==> src/rtl/invader_pkg.sv <==
// invader_pkg
//   Collision FSM state type and the per-row score table for the invader
//   formation controller.
//   Ports: none (package).
package invader_pkg;
   typedef enum logic [1:0] {
      ST_IDLE       = 2'd0,
      ST_SCAN       = 2'd1,
      ST_HIT        = 2'd2,
      ST_WAIT_CLEAR = 2'd3
   } inv_state_t;

   localparam logic [15:0] SCORE_ROW_TOP = 16'd30;  // row 0
   localparam logic [15:0] SCORE_ROW_MID = 16'd20;  // rows 1 and 2
   localparam logic [15:0] SCORE_ROW_LOW = 16'd10;  // remaining rows

   function automatic logic [15:0] row_points(input int row);
      if (row == 0)      return SCORE_ROW_TOP;
      else if (row <= 2) return SCORE_ROW_MID;
      else               return SCORE_ROW_LOW;
   endfunction
endpackage

==> src/rtl/vga_pkg.sv <==
// vga_pkg
//   Display geometry shared by the video blocks. The invader formation uses
//   HOR_PIXELS as its right-hand turn-around limit.
//   Ports: none (package).
package vga_pkg;
   localparam int HOR_PIXELS = 1024;
   localparam int VER_PIXELS = 768;
endpackage

==> src/rtl/invader_box_overlap.sv <==
// invader_box_overlap
//   Combinational strict-overlap test between the player bullet box and one
//   invader box. Sums are carried in 13 bits so nothing wraps.
//   Ports:
//     bx, by  : bullet top-left corner (12 bit)
//     x0, y0  : invader top-left corner (13 bit)
//     hit     : boxes overlap (touching edges do not count)
module invader_box_overlap #(
   parameter int INV_W    = 32,
   parameter int INV_H    = 32,
   parameter int BULLET_W = 32,
   parameter int BULLET_H = 32
) (
   input  logic [11:0] bx,
   input  logic [11:0] by,
   input  logic [12:0] x0,
   input  logic [12:0] y0,
   output logic        hit
);
   logic [12:0] bx13, by13;

   assign bx13 = {1'b0, bx};
   assign by13 = {1'b0, by};

   assign hit = (bx13 < x0 + 13'(INV_W))     &&
                (bx13 + 13'(BULLET_W) > x0)  &&
                (by13 < y0 + 13'(INV_H))     &&
                (by13 + 13'(BULLET_H) > y0);
endmodule

==> src/rtl/invader_grid_ctl.sv <==
// invader_grid_ctl
//   Space-invader formation controller: marches the formation left/right with
//   edge drops on a fixed tick, and resolves player-bullet collisions by
//   scanning one invader per clock against a snapshot of bullet and grid.
//   Optional feature macro: INVADER_SCORE_EN (row-weighted score counter;
//   when undefined, score is tied to zero).
//   Ports:
//     clk, rst              : clock, synchronous active-high reset
//     bullet_active/x/y     : player bullet state and top-left corner
//     bullet_hit            : one-cycle pulse when an invader is destroyed
//     grid_x, grid_y        : formation top-left corner
//     alive                 : one bit per invader, index = row*COLS+col
//     hit_idx               : index of the last invader destroyed
//     all_dead, reached_bottom : sticky end-of-wave flags (freeze movement)
//     score                 : accumulated points
module invader_grid_ctl
   import invader_pkg::*;
   import vga_pkg::*;
#(
   parameter int ROWS       = 4,
   parameter int COLS       = 8,
   parameter int INV_W      = 32,
   parameter int INV_H      = 32,
   parameter int GAP        = 16,
   parameter int BULLET_W   = 32,
   parameter int BULLET_H   = 32,
   parameter int STEP_X     = 4,
   parameter int STEP_Y     = 16,
   parameter int MOVE_DELAY = 650000,
   parameter int ORIGIN_X   = 64,
   parameter int ORIGIN_Y   = 64,
   parameter int BOTTOM_Y   = 704,
   localparam int N         = ROWS * COLS,
   localparam int IDX_W     = $clog2(N)
) (
   input  logic             clk,
   input  logic             rst,
   input  logic             bullet_active,
   input  logic [11:0]      bullet_x,
   input  logic [11:0]      bullet_y,
   output logic             bullet_hit,
   output logic [11:0]      grid_x,
   output logic [11:0]      grid_y,
   output logic [N-1:0]     alive,
   output logic [IDX_W-1:0] hit_idx,
   output logic             all_dead,
   output logic             reached_bottom,
   output logic [15:0]      score
);
   localparam int PITCH_X = INV_W + GAP;
   localparam int PITCH_Y = INV_H + GAP;
   localparam int GRID_W  = COLS * PITCH_X - GAP;
   localparam int GRID_H  = ROWS * PITCH_Y - GAP;
   localparam int CNT_W   = (MOVE_DELAY > 0) ? $clog2(MOVE_DELAY + 1) : 1;

   // ---------------- movement ----------------
   logic [CNT_W-1:0] tick_cnt;
   logic             tick, dir_left, frozen;
   logic             at_right, at_left, at_bottom;

   assign tick      = (tick_cnt == CNT_W'(MOVE_DELAY));
   assign frozen    = all_dead | reached_bottom;
   assign at_right  = ({1'b0, grid_x} + 13'(GRID_W + STEP_X)) > 13'(HOR_PIXELS);
   assign at_left   = grid_x < 12'(STEP_X);
   assign at_bottom = ({1'b0, grid_y} + 13'(GRID_H)) >= 13'(BOTTOM_Y);

   always_ff @(posedge clk) begin
      if (rst) begin
         tick_cnt       <= '0;
         grid_x         <= 12'(ORIGIN_X);
         grid_y         <= 12'(ORIGIN_Y);
         dir_left       <= 1'b0;
         all_dead       <= 1'b0;
         reached_bottom <= 1'b0;
      end else begin
         tick_cnt       <= tick ? '0 : tick_cnt + 1'b1;
         all_dead       <= all_dead | ~|alive;
         reached_bottom <= reached_bottom | at_bottom;
         if (tick && !frozen) begin
            if (!dir_left) begin
               if (at_right) begin
                  grid_y   <= grid_y + 12'(STEP_Y);
                  dir_left <= 1'b1;
               end else begin
                  grid_x <= grid_x + 12'(STEP_X);
               end
            end else begin
               if (at_left) begin
                  grid_y   <= grid_y + 12'(STEP_Y);
                  dir_left <= 1'b0;
               end else begin
                  grid_x <= grid_x - 12'(STEP_X);
               end
            end
         end
      end
   end

   // ---------------- collision scan ----------------
   inv_state_t       state;
   logic [IDX_W-1:0] idx;
   logic [11:0]      snap_bx, snap_by, snap_gx, snap_gy;
   logic [12:0]      box_x0, box_y0;
   logic             box_hit;

   // Scan works entirely on the snapshot, so grid ticks and bullet drops
   // during SCAN cannot disturb it.
   always_comb begin
      box_x0 = {1'b0, snap_gx} + 13'((int'(idx) % COLS) * PITCH_X);
      box_y0 = {1'b0, snap_gy} + 13'((int'(idx) / COLS) * PITCH_Y);
   end

   invader_box_overlap #(
      .INV_W   (INV_W),
      .INV_H   (INV_H),
      .BULLET_W(BULLET_W),
      .BULLET_H(BULLET_H)
   ) u_overlap (
      .bx (snap_bx),
      .by (snap_by),
      .x0 (box_x0),
      .y0 (box_y0),
      .hit(box_hit)
   );

   always_ff @(posedge clk) begin
      if (rst) begin
         state   <= ST_IDLE;
         idx     <= '0;
         hit_idx <= '0;
         alive   <= '1;
         snap_bx <= '0;
         snap_by <= '0;
         snap_gx <= '0;
         snap_gy <= '0;
      end else begin
         case (state)
            ST_IDLE: begin
               if (bullet_active) begin
                  snap_bx <= bullet_x;
                  snap_by <= bullet_y;
                  snap_gx <= grid_x;
                  snap_gy <= grid_y;
                  idx     <= '0;
                  state   <= ST_SCAN;
               end
            end
            ST_SCAN: begin
               if (alive[idx] && box_hit) begin
                  hit_idx <= idx;
                  state   <= ST_HIT;
               end else if (idx == IDX_W'(N - 1)) begin
                  state <= ST_IDLE;
               end else begin
                  idx <= idx + 1'b1;
               end
            end
            ST_HIT: begin
               alive[hit_idx] <= 1'b0;
               state          <= ST_WAIT_CLEAR;
            end
            ST_WAIT_CLEAR: begin
               // One kill per bullet: wait for the player to retire it.
               if (!bullet_active) state <= ST_IDLE;
            end
            default: state <= ST_IDLE;
         endcase
      end
   end

   assign bullet_hit = (state == ST_HIT);

   // ---------------- score ----------------
`ifdef INVADER_SCORE_EN
   logic [15:0] score_q;
   logic [16:0] score_sum;

   assign score_sum = {1'b0, score_q} + {1'b0, row_points(int'(hit_idx) / COLS)};

   always_ff @(posedge clk) begin
      if (rst)
         score_q <= '0;
      else if (state == ST_HIT)
         score_q <= score_sum[16] ? 16'hFFFF : score_sum[15:0];
   end

   assign score = score_q;
`else
   assign score = '0;
`endif
endmodule
==> config.mk <==
export PLATFORM = sky130hd
export DESIGN_NAME = invader_grid_ctl
export DESIGN_NICKNAME = d
export VERILOG_FILES = /design/src/rtl/invader_pkg.sv /design/src/rtl/vga_pkg.sv /design/src/rtl/invader_box_overlap.sv /design/src/rtl/invader_grid_ctl.sv
export SDC_FILE = /design/constraint.sdc
export NUM_CORES = 1
export LEC_CHECK = 0
export BUFFER_PORTS_ARGS = -buffer_cell sky130_fd_sc_hd__buf_4
export CORE_UTILIZATION = 55
export CTS_CLUSTER_SIZE = 14
export DETAILED_ROUTE_END_ITERATION = 12
export PLACE_DENSITY = 0.84
export SYNTH_ARGS = -nofsm -noshare
export SYNTH_HDL_FRONTEND = slang
export SYNTH_HIERARCHICAL = 1
export SYNTH_SLANG_ARGS = --single-unit
==> constraint.sdc <==
create_clock -name clk -period 6.1 [get_ports clk]
set_input_delay 0.305 -clock clk [delete_from_list [all_inputs] [get_ports clk]]
set_output_delay 0.305 -clock clk [all_outputs]
set_load 0.05 [all_outputs]
==> impl_metrics.yaml <==
outcome:
  outcome: "finished, final reports clean"
sta:
  rsz0062_at_grt: "no"
  setup_tns_ns: 0
  setup-violations-final: 0
  fmax_mhz: 189.8
  fin_skew_ns: 0.009345
  worst_pin_slew_ns: 0.8120
  period_needed_ns: 5.268
  slew_violations: 0
  hold_ws_ns: 0.1306
  post-route-period-util: 0.8636
  fin_ws_ns: 0.8321
  relSlewSlack: 0.4587
  finalHoldViolCount: 0
drt:
  first_pass_iters: 5
  drt_first_iter_violations: 501
  ant_nets: 0
  wl_per_cell_um: 15.17
  wl_um: 18760
  vias: 6989
  drc: 0
  vias_per_cell: 5.650
placed_design:
  hpwl_um: 13190
  pre_cts_ws_ns: 0.8510
  portBuffers: 84
  gp_congestion: 0.9336
  place_area_um2: 8517
  dp.cells: 1205
global_route:
  antenna_found_initial: 0
  grt_use_total: 0.2679
  grt_max_degree: 77
  grt_overflow: 0
  grt_pass1_vias: 6545
  grt_pass1_wl_um: 31240
clock_network:
  root_buffer: "clkbuf_16"
  cts_sinks: 127
  cts_hold_buf: 0
  cts_buffers: 17
  cts_tree: "yes"
  clockBufferDepth: 2
  cts_resized: 0
  post_cts_buffers: 0
  clkLatencyLatePin_ns: 0.42
  path_clk_slew_ns: 0.06
  htree_num_levels: 4
min_path:
  worstHoldPathType: "in2reg"
logic_synthesis:
  yosys_warnings: 6
  synth_edf_count: 0
  async_reset_ff_frac: 0
  yosysSeqAreaShare: 0.3232
  synth.cell_area_um2: 7868
  avgSynthCellArea_um2: 8.069
  yosys.cell_types.count: 73
  synth-seq-cells: 127
  syn_inst: 975
  synthFlopType: "dfxtp_1"
worst_setup_path:
  worstPathCellList: "ha_1, fa_1, ha_1, a21oi_1, o21bai_1, a21oi_1, xnor2_1, inv_1, nor3_1, nand3_1, xnor2_1, ha_1, a21oi_1, nor2b_1, o21ai_2, o211ai_2, a2111oi_2, inv_1, a221oi_4, nand4b_4, and2_4, o32ai_2"
  critPathBufInv: 2
  crit_path_start_kind: "register"
  slowest_delay_ns: 0.60
  critPathKind: "reg2reg"
  crit_path_top_delay_cell: "dfxtp_1"
  crit_family: "compound AO/OA/AOI/OAI gates"
  cp-end-kind: "register"
  critPathArrivalTime_ns: 5.60
  cp_max_fo: 11
  required_ns: 6.43
power_and_ir_drop:
  leakage_nw: 3.810
  p_per_area_nw_per_um2: 240.2
  ir_worst_vdd_mv: 0.2393
  total_power_mw: 2.184
cells_and_area:
  syn2layout_area_growth_pct: 15.60
  nets: 1139
  fillers: 1160
  layout-drive-gt1-share: 0.1476
  fin_area_um2: 9095
  post_layout_nonfiller_instances: 1237
  diodes: 0
  utilization: 0.6527
floorplanning:
  die_h_um: 121.6
  coreArea_um2: 13930
  rows: 43
  die_w_um: 121.6
  io_pins: 107
  start_util: 0.5646
  dieArea_um2: 14790
flow_run:
  drv_cap: 0
[registers in the layout (all words and copies together) (netlist names), 5 cells and up, named ones only]
register,count
snap_by,12
idx,5
grid_x,10
hit_idx,5
alive,32
snap_bx,12
tick_cnt,20
snap_gy,8
snap_gx,10
grid_y,8
[worst paths after layout]
check / start / to / slack (ns) / cells after the start
max: idx[0] / idx[4] / 0.83 / 22
min: bullet_x[2] / snap_bx[2] / 0.13 / 3
min reg2reg: snap_by[0] / snap_by[0] / 0.45 / 2
max reg2reg: idx[0] / idx[4] / 0.83 / 22
[synth_stat cells (18+ instances only)]
| library cell | instances | area [um^2] |
|---|---|---|
| xor2_1 | 20 | 175.2 |
| inv_1 | 48 | 180.2 |
| and3_1 | 18 | 112.6 |
| nand3_1 | 38 | 190.2 |
| a21oi_1 | 76 | 380.4 |
| nand2_1 | 184 | 690.7 |
| ha_1 | 65 | 813.3 |
| buf_4 | 23 | 172.7 |
| o21ai_0 | 33 | 165.2 |
| dfxtp_1 | 127 | 2542 |
| mux2i_1 | 21 | 210.2 |
| xnor2_1 | 42 | 367.9 |
| nor2_1 | 62 | 232.7 |
| clkbuf_1 | 36 | 135.1 |
[layer usage]
metal  track usage  routed length (um)  up-vias  part of all wire
met3       0.05712                1212       32             0.065
li1              -                   -     3446                 -
met1        0.3366                8279     3277              0.44
met2        0.4485                8912      234              0.48
met5             0                   0        -                 0
met4        0.1019                 357        0             0.019
[cells by family (layout without fill, tap and decap cells)]
kind of cell | Yosys count | in the layout | synth area share
AOI/OAI and AO/OA | 163 | 163 | 0.1309
xor gates and xnor gates | 62 | 62 | 0.06902
adders and majority gates | 68 | 68 | 0.1110
buffers and inverters | 120 | 175 | 0.07077
DFF | 127 | 127 | 0.3232
muxes | 30 | 30 | 0.04771
other | 1 | 28 | 0.0004766
and+or+nand+nor | 404 | 404 | 0.2470
[placed cells by master (no fill, tap or decap), drive strengths merged, types with 3 or more instances in the layout]
cell	instances
mux2i	21
mux4	5
inv	55
and2	7
a21oi	76
mux2	4
buf	90
nor2	62
nor3	12
nand3b	7
a211oi	3
or2	3
o21ai	37
xnor2	42
nor3b	6
clkbuf	21
nand4	17
o21a	3
clkinv	6
conb	28
a31oi	3
dfxtp	127
xor2	20
a221oi	3
nand2	184
and3	19
nor4b	4
ha	65
or3	6
nand3	39
o211ai	5
a21o	13
nor2b	10
fa	3
nor4	16
[worst min-delay path, delay by kind of cell]
family / cells / cell delay, ns
AND/OR/NAND/NOR: 1 / 0.05
buffers and inverters: 1 / 0.10
AO/OA/AOI/OAI: 1 / 0.05
[power breakdown]
| group | internal, mW | switching, mW | leakage (nW) |
|---|---|---|---|
| Sequential | 0.851 | 0.0290 | 1.03 |
| Combinational | 0.117 | 0.200 | 2.50 |
| Clock | 0.596 | 0.391 | 0.280 |
[layout make-up]
cell class                      count  area [um^2]  share of cell area
Tap cell                          180        225.2             0.02476
Inverter                           53        198.9             0.02187
Clock inverter                     11        107.6             0.01183
Clock buffer                       21        470.5             0.05173
Timing Repair Buffer               90        675.6             0.07429
Multi-Input combinational cell    755         4875              0.5360
Sequential cell                   127         2542              0.2795
Note: power is estimated with default switching activity, not from simulation.
